## config.mk

```make
export PLATFORM = sky130hd
export DESIGN_NAME = uart_rx_cfg
export DESIGN_NICKNAME = d
export VERILOG_FILES = /design/src/rtl/uart_pkg.sv /design/src/rtl/uart_rx_filter.sv /design/src/rtl/uart_rx_cfg.sv
export SDC_FILE = /design/constraint.sdc
export NUM_CORES = 1
export LEC_CHECK = 0
export BUFFER_PORTS_ARGS = -buffer_cell sky130_fd_sc_hd__buf_2
export CORE_MARGIN = 2
export CORE_UTILIZATION = 40
export DETAILED_ROUTE_END_ITERATION = 10
export PLACE_DENSITY = 0.59
export SLEW_MARGIN = 30
export SYNTH_ARGS = -nofsm -noshare
export SYNTH_HDL_FRONTEND = slang
export SYNTH_HIERARCHICAL = 1
export SYNTH_SLANG_ARGS = --single-unit
export TNS_END_PERCENT = 50
```

## constraint.sdc

```tcl
create_clock -name Clk -period 2.69 [get_ports Clk]
set_clock_uncertainty 0.05 [all_clocks]
set_input_delay 0.4035 -clock Clk [delete_from_list [all_inputs] [get_ports Clk]]
set_output_delay 0.4035 -clock Clk [all_outputs]
set_load 0.05 [all_outputs]
```

## src/rtl/uart_pkg.sv

```systemverilog
// ---------------------------------------------------------------------------
// uart_pkg
// Shared definitions for the UART receive path: FSM state encoding, parity
// mode codes and the lowest supported clocks-per-bit divider.
// ---------------------------------------------------------------------------
package uart_pkg;

  typedef enum logic [2:0] {
    STA_IDLE   = 3'd0,
    STA_START  = 3'd1,
    STA_DATA   = 3'd2,
    STA_PARITY = 3'd3,
    STA_STOP   = 3'd4
  } state_t;

  localparam int PAR_NONE = 0;
  localparam int PAR_ODD  = 1;
  localparam int PAR_EVEN = 2;

  // Below this the mid-bit strobe sits too close to the filter latency.
  localparam int BAUD_DIV_MIN = 16;

endpackage

```

## src/rtl/uart_rx_filter.sv

```systemverilog
// ---------------------------------------------------------------------------
// uart_rx_filter
// Conditions the asynchronous serial line: 2-flop synchroniser, 3-tap
// majority filter and a falling-edge pulse on the filtered line.
// Ports:
//   clk  in   system clock
//   rst  in   asynchronous active-high reset (presets everything to idle 1)
//   rx   in   raw serial line, idle high
//   filt out  majority-filtered line level
//   fall out  one-cycle pulse on a filtered 1->0 transition
// ---------------------------------------------------------------------------
module uart_rx_filter (
  input  logic clk,
  input  logic rst,
  input  logic rx,
  output logic filt,
  output logic fall
);

  logic [1:0] sync;
  logic [2:0] taps;
  logic       filt_prev;

  always_ff @(posedge clk or posedge rst) begin
    if (rst) begin
      sync      <= 2'b11;
      taps      <= 3'b111;
      filt_prev <= 1'b1;
    end else begin
      sync      <= {sync[0], rx};
      taps      <= {taps[1:0], sync[1]};
      filt_prev <= filt;
    end
  end

  // A lone one-cycle glitch occupies only one tap at a time, so it can never
  // win the vote.
  assign filt = (taps[0] & taps[1]) | (taps[0] & taps[2]) | (taps[1] & taps[2]);
  assign fall = filt_prev & ~filt;

endmodule

```

## src/rtl/uart_rx_cfg.sv

```systemverilog
// ---------------------------------------------------------------------------
// uart_rx_cfg
// Parametrised UART receiver (5..9 data bits, none/odd/even parity, 1 or 2
// stop bits) with a valid/ready output holding register.
// Ports:
//   Clk             in   system clock
//   Rst             in   asynchronous active-high reset
//   In_rx           in   serial line, idle high, asynchronous to Clk
//   In_ready        in   consumer accepts the current word this cycle
//   Out_data        out  received word, LSB = first bit on the line
//   Out_data_vld    out  word/flags valid, held until accepted
//   Out_parity_err  out  parity mismatch (0 when PARITY = none)
//   Out_frame_err   out  a checked stop bit was sampled low
//   Out_break       out  data zero, parity bit zero, first stop bit low
//   Out_overrun     out  one-cycle pulse: a completed frame was dropped
// ---------------------------------------------------------------------------
module uart_rx_cfg
  import uart_pkg::*;
#(
  parameter int CLK_FREQ  = 100000000,
  parameter int BAUD_DIV  = 100,
  parameter int DATA_BITS = 8,
  parameter int PARITY    = 0,
  parameter int STOP_BITS = 1
) (
  input  logic                 Clk,
  input  logic                 Rst,
  input  logic                 In_rx,
  input  logic                 In_ready,
  output logic [DATA_BITS-1:0] Out_data,
  output logic                 Out_data_vld,
  output logic                 Out_parity_err,
  output logic                 Out_frame_err,
  output logic                 Out_break,
  output logic                 Out_overrun
);

  if (CLK_FREQ < 1 || BAUD_DIV < BAUD_DIV_MIN || BAUD_DIV > 65535 ||
      DATA_BITS < 5 || DATA_BITS > 9 || PARITY < PAR_NONE || PARITY > PAR_EVEN ||
      STOP_BITS < 1 || STOP_BITS > 2) begin : g_param_check
    $error("uart_rx_cfg: parameter out of range");
  end

  localparam logic [15:0] BAUD_LAST  = 16'(BAUD_DIV - 1);
  localparam logic [15:0] BAUD_MID   = 16'(BAUD_DIV / 2 - 1);
  localparam logic [3:0]  BIT_LAST   = 4'(DATA_BITS - 1);
  localparam logic        STOP_LAST  = 1'(STOP_BITS - 1);
  localparam logic        PAR_EXPECT = (PARITY == PAR_ODD);

  logic filt;
  logic fall;

  uart_rx_filter u_filter (
    .clk  (Clk),
    .rst  (Rst),
    .rx   (In_rx),
    .filt (filt),
    .fall (fall)
  );

  state_t                state_q, state_d;
  logic [15:0]           baud_cnt;
  logic [3:0]            bit_cnt_q, bit_cnt_d;
  logic                  stop_cnt_q, stop_cnt_d;
  logic [DATA_BITS-1:0]  shreg_q, shreg_d;
  logic                  perr_q, perr_d;
  logic                  ferr_q, ferr_d;
  logic                  stop1_low_q, stop1_low_d;
  logic                  par_bit_q, par_bit_d;
  logic                  strobe;
  logic                  done;
  logic                  ferr_now;
  logic                  stop1_now;
  logic                  brk_now;

  assign strobe = (state_q != STA_IDLE) && (baud_cnt == BAUD_MID);

  // The final stop strobe folds the live sample in directly so the commit
  // does not need an extra cycle.
  assign ferr_now  = ferr_q | ~filt;
  assign stop1_now = (stop_cnt_q == 1'b0) ? ~filt : stop1_low_q;
  assign brk_now   = (shreg_q == '0) && !par_bit_q && stop1_now;

  always_ff @(posedge Clk or posedge Rst) begin
    if (Rst) begin
      state_q     <= STA_IDLE;
      baud_cnt    <= '0;
      bit_cnt_q   <= '0;
      stop_cnt_q  <= 1'b0;
      shreg_q     <= '0;
      perr_q      <= 1'b0;
      ferr_q      <= 1'b0;
      stop1_low_q <= 1'b0;
      par_bit_q   <= 1'b0;
    end else begin
      state_q     <= state_d;
      bit_cnt_q   <= bit_cnt_d;
      stop_cnt_q  <= stop_cnt_d;
      shreg_q     <= shreg_d;
      perr_q      <= perr_d;
      ferr_q      <= ferr_d;
      stop1_low_q <= stop1_low_d;
      par_bit_q   <= par_bit_d;
      if (state_q == STA_IDLE || baud_cnt == BAUD_LAST) begin
        baud_cnt <= '0;
      end else begin
        baud_cnt <= baud_cnt + 16'd1;
      end
    end
  end

  always_comb begin
    state_d     = state_q;
    bit_cnt_d   = bit_cnt_q;
    stop_cnt_d  = stop_cnt_q;
    shreg_d     = shreg_q;
    perr_d      = perr_q;
    ferr_d      = ferr_q;
    stop1_low_d = stop1_low_q;
    par_bit_d   = par_bit_q;
    done        = 1'b0;

    unique case (state_q)
      STA_IDLE: begin
        if (fall) begin
          state_d     = STA_START;
          bit_cnt_d   = '0;
          stop_cnt_d  = 1'b0;
          perr_d      = 1'b0;
          ferr_d      = 1'b0;
          stop1_low_d = 1'b0;
          par_bit_d   = 1'b0;
        end
      end
      STA_START: begin
        if (strobe) begin
          state_d   = filt ? STA_IDLE : STA_DATA;
          bit_cnt_d = '0;
        end
      end
      STA_DATA: begin
        if (strobe) begin
          shreg_d = {filt, shreg_q[DATA_BITS-1:1]};
          if (bit_cnt_q == BIT_LAST) begin
            state_d    = (PARITY != PAR_NONE) ? STA_PARITY : STA_STOP;
            stop_cnt_d = 1'b0;
          end else begin
            bit_cnt_d = bit_cnt_q + 4'd1;
          end
        end
      end
      STA_PARITY: begin
        if (strobe) begin
          par_bit_d  = filt;
          perr_d     = ((^shreg_q) ^ filt) != PAR_EXPECT;
          stop_cnt_d = 1'b0;
          state_d    = STA_STOP;
        end
      end
      STA_STOP: begin
        if (strobe) begin
          ferr_d      = ferr_now;
          stop1_low_d = stop1_now;
          if (stop_cnt_q == STOP_LAST) begin
            done    = 1'b1;
            state_d = STA_IDLE;
          end else begin
            stop_cnt_d = stop_cnt_q + 1'b1;
          end
        end
      end
      default: state_d = STA_IDLE;
    endcase
  end

  // Output holding register: a finished frame loads only if the slot is
  // empty or being drained this very cycle; otherwise it is dropped.
  always_ff @(posedge Clk or posedge Rst) begin
    if (Rst) begin
      Out_data       <= '0;
      Out_data_vld   <= 1'b0;
      Out_parity_err <= 1'b0;
      Out_frame_err  <= 1'b0;
      Out_break      <= 1'b0;
      Out_overrun    <= 1'b0;
    end else begin
      Out_overrun <= 1'b0;
      if (done) begin
        if (!Out_data_vld || In_ready) begin
          Out_data       <= shreg_q;
          Out_parity_err <= perr_q;
          Out_frame_err  <= ferr_now;
          Out_break      <= brk_now;
          Out_data_vld   <= 1'b1;
        end else begin
          Out_overrun <= 1'b1;
        end
      end else if (Out_data_vld && In_ready) begin
        Out_data_vld <= 1'b0;
      end
    end
  end

endmodule

```

==> summary.md <==
| Metric | Value |
|---|---|
| Status | `finished clean` |
| Layout cells sized above 1 | `0.202` |
| Port bufs | `16` |
| Max IR drop VDD | `0.000207 V` |
| Max Cap Viol | `0` |
| Top post-synthesis cells by area | `dfrtp_1 (46%), dfstp_2 (6.1%), mux2_4 (5.8%)` |
| Cells after synthesis | `225` |
| Routed WL | `around 4300 um` |
| H-tree depth | `2` |
| Max frequency | `about 440 MHz` |
| Worst EP arrival | `2.43 ns` |
| Register Area | `1330 um2` |
| Vias | `1642` |
| Pin count of the biggest net entering global routing | `32` |
| Yosys top cell area share | `0.457` |
| Antenna cells | `0` |
| Pwr Density | `538 nW/um2` |
| Leakage | `1.29 nW` |
| Avg Synthesized Cell Area | `11.4 um2` |
| Worst Path Required | `2.84 ns` |
| Yosys warns | `6` |
| Post-Syn Area | `~2600 um2` |
| Core ar. | `6280 um2` |
| Die X-Extent | `roughly 84 um` |
| Nets | `approximately 260` |
| Initial Utilization | `0.410` |
| Die area | `around 7100 um2` |
| Fin. Hold Viols | `0` |
| ANT nets after route | `0` |
| CTS sink cnt | `53` |
| CTS tree | `yes` |
| Commonest non-fill, non-tap cells in the layout | `dfrtp_1 (47), nor2_1 (20), inv_1 (16), buf_2 (16), xnor2_1 (15)` |
| Post-route DRC | `0` |
| Cell variety after synth | `44` |
| Synth Area in Compound Gates | `0.0472` |
| Clk Latency, worst-skew pair | `0.30 ns` |
| Startpoint Class | `flip-flop` |
| 1st-iter DRT viols | `127` |
| Vias in the first global route | `between 1.5k and 2k` |
| Synth Flop Type | `dfrtp_1` |
| Post-CTS setup buffers | `0` |
| Remaining global-route overflow | `0` |
| Initial antenna violation count | `0` |
| Detailed Routing Iterations Pass 1 | `4` |
| Slew @ Worst Pin | `0.642 ns` |
| Hold Buf Count CTS | `0` |
| Clk slew on worst S/H paths | `0.10 ns` |
| Via density | `5.07` |
| Hold Slack | `0.134 ns` |
| Post-synthesis sequential area ratio | `0.519` |
| Hold Path Class | `in -> async` |
| Final setup viols | `0` |
| Total Neg Setup Slack | `0 ns` |
| Synth area leader | `dfrtp_1` |
| XOR/XNOR Fraction of Synth Area | `0.0545` |
| First-pass GRT wire length | `between 8000 and 9000 um` |
| Syn Nets | `roughly 240` |
| DIE HEIGHT | `84.2 um` |
| WS Path Type | `reg -> reg` |
| Core Util, Final | `0.451` |
| Adder-Cell Fraction of Synth Area | `0.0384` |
| Top Ports | `17` |
| Simple-gate area share of the yosys netlist | `0.195` |
| Area taken by multi-input logic gates | `~1100 um2` |
| Count of pins over their slew limit | `0` |
| Commonest non-fill, non-tap cell in the layout | `dfrtp_1` |
| Final min period | `about 2.3 ns` |
| Post-DR wirelength/cell | `about 13 um` |
| Largest family of logic cells by synthesized area | `simple AND/OR/NAND/NOR gates` |
| Worst-path maximum fanout | `5` |
| Gr usage total | `0.140` |
| CP Capture Type | `flip-flop` |
| EDFF count, synth | `0` |
| Gpl congestion | `0.824` |
| Slew headroom | `0.572` |
| #FFs+latches synth | `53` |
| Root Buffer | `clkbuf_8` |
| Fillers | `575` |
| Area after DPL | `2750 um2` |
| Rows | `29` |
| RSZ-0062 raised after global routing | `no` |
| CTS buffer count | `5` |
| Tcrit/Tclk final | `0.846` |
| Area delta synth->final | `10.2%` |
| Post_cts resized | `0` |
| Post-synthesis mux area share | `0.106` |
| CTS Buffer Depth | `2` |
| Finished Cell Area | `2830 um2` |
| Ys async rst share | `1.00` |
| DP Wirelength | `3080 um` |
-- critical path: stages (launching register included) --
cell     delay, ns
dfstp_2       0.38
maj3_2        0.35
nor2b_1       0.27
nor4b_1       0.56
a41oi_1       0.08
o31a_1        0.28
a41o_1        0.20
-- logic make-up (layout without fill, tap and decap cells) --
family                     count (synthesis)  count (layout)
AOI/OAI and AO/OA                         17              17
xor gates and xnor gates                  16              16
adders and majority gates                  8               8
buffers and inverters                     24              46
DFF                                       53              53
muxes                                     22              22
and+or+nand+nor                           85              85
-- through the flow --
stage | setup WS (ns) | std cells | power, mW
after floorplan | 0.757 | 225 | 1.05
final | 0.414 | 324 | 1.52
after global routing | 0.301 | 324 | 1.62
after global placement | 0.623 | 316 | 1.10
after detailed placement | 0.460 | 316 | 1.10
after CTS | 0.450 | 324 | 1.55
-- where the power goes --
part	switching, mW	internal (mW)	total (mW)
registers	0.0543	0.844	0.898
logic	0.112	0.0735	0.186
clock network	0.257	0.184	0.441
total	0.423	1.10	1.52
-- synth_stat cells, types with 2 or more instances --
library cell / n
buf_2: 2
dfrtp_1: 47
a41oi_1: 2
mux2i_1: 11
nand2_1: 14
ha_1: 7
nor2b_1: 4
nor4b_1: 2
nand3_1: 8
nor3b_1: 2
dfstp_2: 6
nand2b_1: 3
nor4_4: 2
inv_1: 17
and3_1: 3
nor3_1: 8
a21oi_1: 3
o41ai_1: 3
o21ai_0: 2
and4_1: 2
a31oi_1: 2
nor2_1: 20
or3_1: 3
mux2_4: 10
nand4_1: 4
xnor2_1: 15
clkbuf_1: 3
and4b_1: 2
nor4_1: 3
-- state kept, by name (all words and copies together) (netlist names), 2 cells and up --
register       cells
u_filter/taps      3
state_q            3
bit_cnt_q          4
shreg_q            8
u_filter/sync      2
baud_cnt          16
Out_data           8
-- final timing paths --
check	from	to	slack, ns	cells after the start
min	Rst	bit_cnt_q[0]	0.13	2
min reg2reg	u_filter/sync[1]	u_filter/taps[0]	0.31	0
max reg2reg	u_filter/taps[1]	bit_cnt_q[3]	0.41	6
min in group Clk	In_rx	u_filter/sync[0]	0.13	1
max in group asynchronous	Rst	baud_cnt[8]	1.86	3
max	u_filter/taps[1]	bit_cnt_q[3]	0.41	6
-- layer usage --
| metal | track usage | vias to the layer above | part of all wire |
|---|---|---|---|
| li1 | - | 822 | - |
| met1 | 0.202 | 782 | 0.50 |
| met2 | 0.209 | 31 | 0.45 |
| met3 | 0.0354 | 7 | 0.035 |
| met4 | 0.0411 | 0 | 0.017 |
| met5 | 0 | - | 0 |
-- layout make-up --
type,count,area share
Clock inverter,2,0.00530
Tap cell,77,0.0340
Multi-Input combinational cell,148,0.400
Inverter,17,0.0225
Timing Repair Buffer,21,0.0415
Clock buffer,6,0.0256
Sequential cell,53,0.471
Note: power is estimated with default switching activity, not from simulation.
